<file path="config.mk">
export PLATFORM = sky130hd
export DESIGN_NAME = dmem_port_arbiter
export DESIGN_NICKNAME = d
export VERILOG_FILES = /design/src/rtl/dmem_arb_pkg.sv /design/src/rtl/dmem_port_arbiter.sv
export SDC_FILE = /design/constraint.sdc
export NUM_CORES = 1
export LEC_CHECK = 0
export BUFFER_PORTS_ARGS = -buffer_cell sky130_fd_sc_hd__buf_2
export CAP_MARGIN = 5
export CORE_AREA = 5 5 100 102
export CTS_CLUSTER_DIAMETER = 40
export DETAILED_ROUTE_END_ITERATION = 6
export DIE_AREA = 0 0 105 107
export PLACE_DENSITY_LB_ADDON = 0.12
export SETUP_SLACK_MARGIN = 0.05
export SLEW_MARGIN = 40
export SYNTH_ARGS = -nofsm -noshare
export SYNTH_HDL_FRONTEND = slang
export SYNTH_SLANG_ARGS = --single-unit
export TNS_END_PERCENT = 50
</file>
<file path="constraint.sdc">
create_clock -name wb_clk_i -period 2 [get_ports wb_clk_i]
set_input_delay 0.3 -clock wb_clk_i [delete_from_list [all_inputs] [get_ports wb_clk_i]]
set_output_delay 0.3 -clock wb_clk_i [all_outputs]
set_load 0.02 [all_outputs]
</file>
<file path="src/rtl/dmem_arb_pkg.sv">
// Shared types and constants for the data-SRAM port arbiter.
package dmem_arb_pkg;

    typedef enum logic {
        IDLE   = 1'b0,
        WB_ACK = 1'b1
    } arb_state_t;

    // Deselected levels of the active-low SRAM controls
    localparam logic CSB_IDLE = 1'b1;
    localparam logic WEB_IDLE = 1'b1;

    // Default geometry: 256 words, window at 0x3000_0000
    localparam int unsigned DMEM_AW   = 8;
    localparam logic [31:0] DMEM_BASE = 32'h3000_0000;

endpackage

</file>
<file path="src/rtl/dmem_port_arbiter.sv">
// Arbitrates the single read/write port of the data SRAM between the core
// (default priority) and the Wishbone slave. A starvation counter forces a
// Wishbone win after STARVE_LIM lost cycles. Wishbone accesses are single-beat
// and acknowledged one cycle after issue.
module dmem_port_arbiter
    import dmem_arb_pkg::*;
#(
    parameter int unsigned AW         = DMEM_AW,
    parameter logic [31:0] BASE_ADDR  = DMEM_BASE,
    parameter int unsigned STARVE_LIM = 4
) (
    input  logic          wb_clk_i,
    input  logic          wb_rst_n,

    input  logic          core_req_i,
    input  logic          core_we_i,
    input  logic [3:0]    core_wmask_i,
    input  logic [AW-1:0] core_addr_i,
    input  logic [31:0]   core_wdata_i,
    output logic          core_gnt_o,
    output logic          core_rvalid_o,
    output logic [31:0]   core_rdata_o,

    input  logic          wbs_stb_i,
    input  logic          wbs_cyc_i,
    input  logic          wbs_we_i,
    input  logic [3:0]    wbs_sel_i,
    input  logic [31:0]   wbs_adr_i,
    input  logic [31:0]   wbs_dat_i,
    output logic          wbs_ack_o,
    output logic [31:0]   wbs_dat_o,

    output logic          sram_csb0_o,
    output logic          sram_web0_o,
    output logic [3:0]    sram_wmask0_o,
    output logic [AW-1:0] sram_addr0_o,
    output logic [31:0]   sram_din0_o,
    input  logic [31:0]   sram_dout0_i
);

    localparam logic [3:0] STARVE_LIM_W = 4'(STARVE_LIM);

    arb_state_t state_q, state_d;
    logic [3:0] starve_q;
    logic       wb_hit, wb_req, wb_prio;
    logic       core_gnt, wb_gnt;
    logic       wb_rd_q;
    logic       adr_lo_unused;

    // Byte offset within a word does not select anything in a word-wide SRAM
    assign adr_lo_unused = ^wbs_adr_i[1:0];

    // Window decode and grant selection; grants are held off while in reset
    // so the macro stays deselected even if a requester is already asserting.
    always_comb begin
        wb_hit   = wbs_stb_i & wbs_cyc_i &
                   (wbs_adr_i[31:AW+2] == BASE_ADDR[31:AW+2]);
        wb_req   = wb_hit & (state_q != WB_ACK);
        wb_prio  = (starve_q >= STARVE_LIM_W);
        core_gnt = wb_rst_n & core_req_i & ~(wb_req & wb_prio);
        wb_gnt   = wb_rst_n & wb_req & ~core_gnt;
    end

    assign core_gnt_o   = core_gnt;
    assign core_rdata_o = sram_dout0_i;
    assign wbs_dat_o    = wb_rd_q ? sram_dout0_i : '0;

    // SRAM port mux: winner drives the port, otherwise the port idles at zero
    always_comb begin
        sram_csb0_o   = CSB_IDLE;
        sram_web0_o   = WEB_IDLE;
        sram_wmask0_o = '0;
        sram_addr0_o  = '0;
        sram_din0_o   = '0;
        if (core_gnt) begin
            sram_csb0_o   = 1'b0;
            sram_web0_o   = ~core_we_i;
            sram_wmask0_o = core_we_i ? core_wmask_i : 4'h0;
            sram_addr0_o  = core_addr_i;
            sram_din0_o   = core_wdata_i;
        end else if (wb_gnt) begin
            sram_csb0_o   = 1'b0;
            sram_web0_o   = ~wbs_we_i;
            sram_wmask0_o = wbs_we_i ? wbs_sel_i : 4'h0;
            sram_addr0_o  = wbs_adr_i[AW+1:2];
            sram_din0_o   = wbs_dat_i;
        end
    end

    // Ack FSM next-state: one WB_ACK cycle follows every Wishbone grant
    always_comb begin
        state_d   = state_q;
        wbs_ack_o = 1'b0;
        case (state_q)
            IDLE: begin
                if (wb_gnt) begin
                    state_d = WB_ACK;
                end
            end
            WB_ACK: begin
                wbs_ack_o = 1'b1;
                state_d   = IDLE;
            end
            default: state_d = IDLE;
        endcase
    end

    // State, starvation counter and read-return tracking
    always_ff @(posedge wb_clk_i or negedge wb_rst_n) begin
        if (!wb_rst_n) begin
            state_q       <= IDLE;
            starve_q      <= '0;
            core_rvalid_o <= 1'b0;
            wb_rd_q       <= 1'b0;
        end else begin
            state_q       <= state_d;
            core_rvalid_o <= core_gnt & ~core_we_i;
            wb_rd_q       <= wb_gnt & ~wbs_we_i;
            if (wb_gnt) begin
                starve_q <= '0;
            end else if (wb_req && (starve_q != 4'hF)) begin
                starve_q <= starve_q + 4'd1;
            end
        end
    end

endmodule

</file>
Word level (Yosys, flattened, before mapping)

Cells that the tools add are included.

Add/subtract/negate cells: 1
$lt $le $gt $ge: 1
Equality and inequality tests: 2
Mux-type cells: 18
Bitwise operators: 15
Reduce and logical (&&, ||, !) cells: 2

Operator list:

| kind                   | number |
|---|---|
| $mux W32               | 3 |
| $mux W4                | 6 |
| $eq A22 B20 Y1 const B | 1 |
| $mux W8                | 2 |
| $and A1 B1 Y1          | 10 |
| $mux W1                | 6 |
| $not A1 Y1             | 5 |
| $add A4 B1 Y4 const B  | 1 |
| $ge A4 B3 Y1 const B   | 1 |
| $ne A4 B4 Y1 const B   | 1 |
| $pmux W1 S2            | 1 |
| $reduce_bool A2 Y1     | 1 |
| $logic_and A1 B1 Y1    | 1 |

Bits in registers: 7
Output and inout port bits: 113

Depth between registers and ports, before layout

Depth after elaboration: 10
Depth in mapped cells: 7

Worst setup path after synthesis

Ideal clock, no wire load.

Path kind: register to output
Start: register state_q
End: output sram_wmask0_o[0]
Data arrival time: 1.983 ns
Data required time: 1.700 ns
Path slack: -0.283 ns
Stages on the path, launching flop included: 6
Buffers on the path: 1
Cell sequence: dfrtp_1 nor4bb_1 nand4_1 or3_1 buf_6 o21ai_0

Cells in the longest elaborated chain, start to end: 9

Ends and longest elaborated chain:

| element                | RTL line                 | source |
|---|---|---|
| start, declared        | dmem_port_arbiter.sv:43  | `arb_state_t state_q, state_d;` |
| start signal, assigned | dmem_port_arbiter.sv:116 | `state_q <= state_d;` |
| $not A1 Y1 *           | -                        |  |
| $and A1 B1 Y1 *        | dmem_port_arbiter.sv:58  | `wb_req = wb_hit & (state_q != WB_ACK);` |
| $and A1 B1 Y1          | dmem_port_arbiter.sv:60  | `core_gnt = wb_rst_n & core_req_i & ~(wb_req & wb_prio);` |
| $not A1 Y1             | dmem_port_arbiter.sv:60  |  |
| $and A1 B1 Y1          | dmem_port_arbiter.sv:60  |  |
| $not A1 Y1             | dmem_port_arbiter.sv:61  | `wb_gnt = wb_rst_n & wb_req & ~core_gnt;` |
| $and A1 B1 Y1          | dmem_port_arbiter.sv:61  |  |
| $mux W4                | dmem_port_arbiter.sv:81  | `end else if (wb_gnt) begin` |
| $mux W4 *              | dmem_port_arbiter.sv:75  | `if (core_gnt) begin` |
| end, declared          | dmem_port_arbiter.sv:35  | `output logic [3:0] sram_wmask0_o,` |

Every way passes the cells marked *; elsewhere a longest branch is shown, timed or not.

Worst setup path after layout

Start: register state_q
End: output sram_din0_o[25]

Cells in the longest elaborated chain, start to end: 9

Ends and longest elaborated chain:

| element         | RTL line                | source |
|---|---|---|
| $not A1 Y1 *    | -                       |  |
| $and A1 B1 Y1 * | dmem_port_arbiter.sv:58 |  |
| $and A1 B1 Y1   | dmem_port_arbiter.sv:60 |  |
| $not A1 Y1      | dmem_port_arbiter.sv:60 |  |
| $and A1 B1 Y1   | dmem_port_arbiter.sv:60 |  |
| $not A1 Y1      | dmem_port_arbiter.sv:61 |  |
| $and A1 B1 Y1   | dmem_port_arbiter.sv:61 |  |
| $mux W32        | dmem_port_arbiter.sv:81 |  |
| $mux W32 *      | dmem_port_arbiter.sv:75 |  |
| end, declared   | dmem_port_arbiter.sv:37 | `output logic [31:0] sram_din0_o,` |

Marks and branches as above.

==> impl_metrics.ini <==
[outcome]
status = complete, but fails checks
failed_checks = setup timing

[logic_synthesis]
ys_seq_area_share_pct = 11.3
yosys_warnings = 0
synth_cell_types = 36
synth-edff-count = 0
syn_area_mm2 = 0.00155
syn-num-nets = 336
synthCells = 184
synth_area_per_cell_um2 = 8.40
synthArstFlopShare_pct = 100
synth_top_flop_cell = dfrtp_1
synth_seq_cells = 7

[grt]
grt_max_degree = 44
track_usage_pct = 13.1
grt_pass1_wl_um = 12100
antenna_found_initial = 1
grt_pass1_vias = 2447
grt_remaining_overflow = 0

[sta]
fin_skew_ns = 0.000256
slew_headroom_pct = 79.1
setup_ws_ns = -0.376
fmaxAchievable_mhz = 421
hold_ws_ns = 0.0416
drv_slew = 0
hold_violations = 0
rsz0062_at_grt = yes
min_period_over_period_pct = 119
min_period_ns = 2.38
worst_pin_slew_ns = 0.309
setup_viol = 46

[place]
place_congestion = 0.773
hpwl_um = 7070
dp_cells = 529
numPortBuffers = 261

[hold_path]
worstHoldPathType = in2async

[detailed_routing]
dr.pass1.iters = 4
vias = 2355
drc = 0
drt_iter0_drc = 64
wl_per_cell_um = 16.5
viasPerCell = 4.36
routed_wl_um = 8930
ant_nets = 0

[finish]
finalNetCount = 582
antennaDiodeCount = 0
final_cell_count_no_fill = 540
layout-drive-gt1-share_pct = 80.0
area_delta_synth_final_pct = 131

[die]
rows = 35
start_util_pct = 17.1
dieArea_mm2 = 0.0112
core_area_mm2 = 0.00902
io_pins = 264
fp.dieH_um = 107
die_w_um = 105

[worst_setup_path]
path_buf_inv = 2
required_ns = 1.70
crit_fanout = 7
cp_slowest_cell = dfrtp_2
worst_setup_path_end_kind = output port
crit_arrival_ns = 2.08
path_cells = nor4bb_4, nand4_1, o31a_4, clkbuf_16, a22o_4, buf_6
cp_top_family = compound AO/OA/AOI/OAI gates
critPathKind = reg2out
startpoint_type = flop
cp_slowest_stage_delay_ns = 0.41

[power]
powerDensity_mw_per_mm2 = 246
leakagePower_uw = 0.00204
vdd_drop_max_uv = 142

[flow_run]
max_cap_viol_count = 0

[clocking]
cts_tree = yes
insertion_delay_ns = 0.22
clockBufferDepth = 2
root_buffer = clkbuf_8
cts.sinks = 7
hold_buffers = 0
htree_levels = 1
clk_pin_slew_ns = 0.04
post-cts-setup-buffer-count = 0
cts_made_buffers = 3
==> cell usage after synthesis (all sizes together) (2+ instances only) <==
| cell type | number | area, µm² |
|---|---|---|
| nand4 | 4 | 25.0 |
| nor3 | 3 | 26.3 |
| a22o | 40 | 350 |
| nand2 | 6 | 22.5 |
| nor2 | 4 | 15.0 |
| nand3 | 3 | 27.5 |
| or3 | 2 | 12.5 |
| dfrtp | 7 | 175 |
| o21ai | 8 | 40.0 |
| a21oi | 2 | 10.0 |
| clkbuf | 3 | 11.3 |
| nor4 | 4 | 52.6 |
| and2 | 33 | 206 |
| buf | 43 | 387 |
| o31ai | 4 | 30.0 |
| and3 | 5 | 31.3 |
==> flip-flops by register name, indices dropped and copies added, names as in the netlist <==
name and flops:
wb_rd_q 1, core_rvalid_o 1, starve_q 4, state_q 1
==> final timing paths <==
kind	slack [ns]	end	startpoint	cells past startpoint
max	-0.38	sram_din0_o[25]	state_q	6
min	0.04	core_rvalid_o	wb_rst_n	2
max reg2reg	0.14	starve_q[2]	state_q	6
min reg2reg	0.57	starve_q[1]	starve_q[1]	2
max in group asynchronous	1.82	state_q	wb_rst_n	2
min in group wb_clk_i	0.35	core_rvalid_o	core_we_i	2
==> cell families (layout without fill, tap and decap cells) <==
group           count (synthesis)  after routing  share of synthesized area, %
fa+ha+maj                       1              1                         0.809
flops                           7              7                          11.3
buf+inv                        47            292                          26.8
mux                             1              1                         0.647
simple gates                   70             70                          30.7
compound gates                 58             58                          29.8
==> timing repair <==
action | CTS | global route
gates resized for setup | 55 | 35
endpoints found under the setup margin | 50 | 50
pin swaps | 5 | 15
gates cloned | 1 | 6
endpoints found under the hold margin | 0 | 0
==> cells in the final DEF, fill, tap and decap left out, types with 3 or more instances in the layout <==
| master | instances |
|---|---|
| a22o_1 | 3 |
| a22o_4 | 37 |
| and2_1 | 33 |
| and3_1 | 5 |
| buf_2 | 217 |
| buf_4 | 21 |
| buf_6 | 44 |
| clkbuf_16 | 3 |
| clkbuf_8 | 3 |
| dfrtp_1 | 6 |
| nand2_1 | 6 |
| nand4_1 | 4 |
| nor2_1 | 4 |
| o21ai_0 | 4 |
| o21ai_4 | 3 |
| o31ai_1 | 4 |
==> report_power, final <==
| group | internal (µW) | total, µW | switching (µW) |
|---|---|---|---|
| logic | 288 | 543 | 255 |
| registers | 143 | 143 | 0.163 |
| clock network | 137 | 193 | 55.7 |
| total | 569 | 879 | 311 |
==> through the flow <==
| step | area, µm² | setup slack (ns) | util (%) | power (µW) | setup TNS (ns) |
|---|---|---|---|---|---|
| global placement | 3110 | -0.273 | 34.5 | 613 | -11.21 |
| finish | 3570 | -0.376 | 39.6 | 879 | -16.13 |
| global route | 3570 | -0.499 | 39.6 | 931 | -21.97 |
| CTS | 3350 | -0.468 | 37.1 | 843 | -19.51 |
| detailed placement | 3110 | -0.329 | 34.5 | 615 | -13.34 |
| floorplan | 1930 | -0.103 | - | 408 | -3.88 |
==> layout make-up <==
class / count / area [µm²]
Clock buffer: 4 / 45.0
Fill cell: 918 / 5450
Sequential cell: 7 / 176
Inverter: 1 / 16.3
Multi-Input combinational cell: 130 / 1350
Tap cell: 111 / 139
Timing Repair inverter: 1 / 11.3
Timing Repair Buffer: 286 / 1830
==> layer usage <==
metal  GRT usage, %  wire [µm]
met5              0         13
met4           1.92         36
met3           4.21        974
met2           25.8       4940
met1           13.7       2960
No activity file was read; power rests on OpenSTA's default activity.
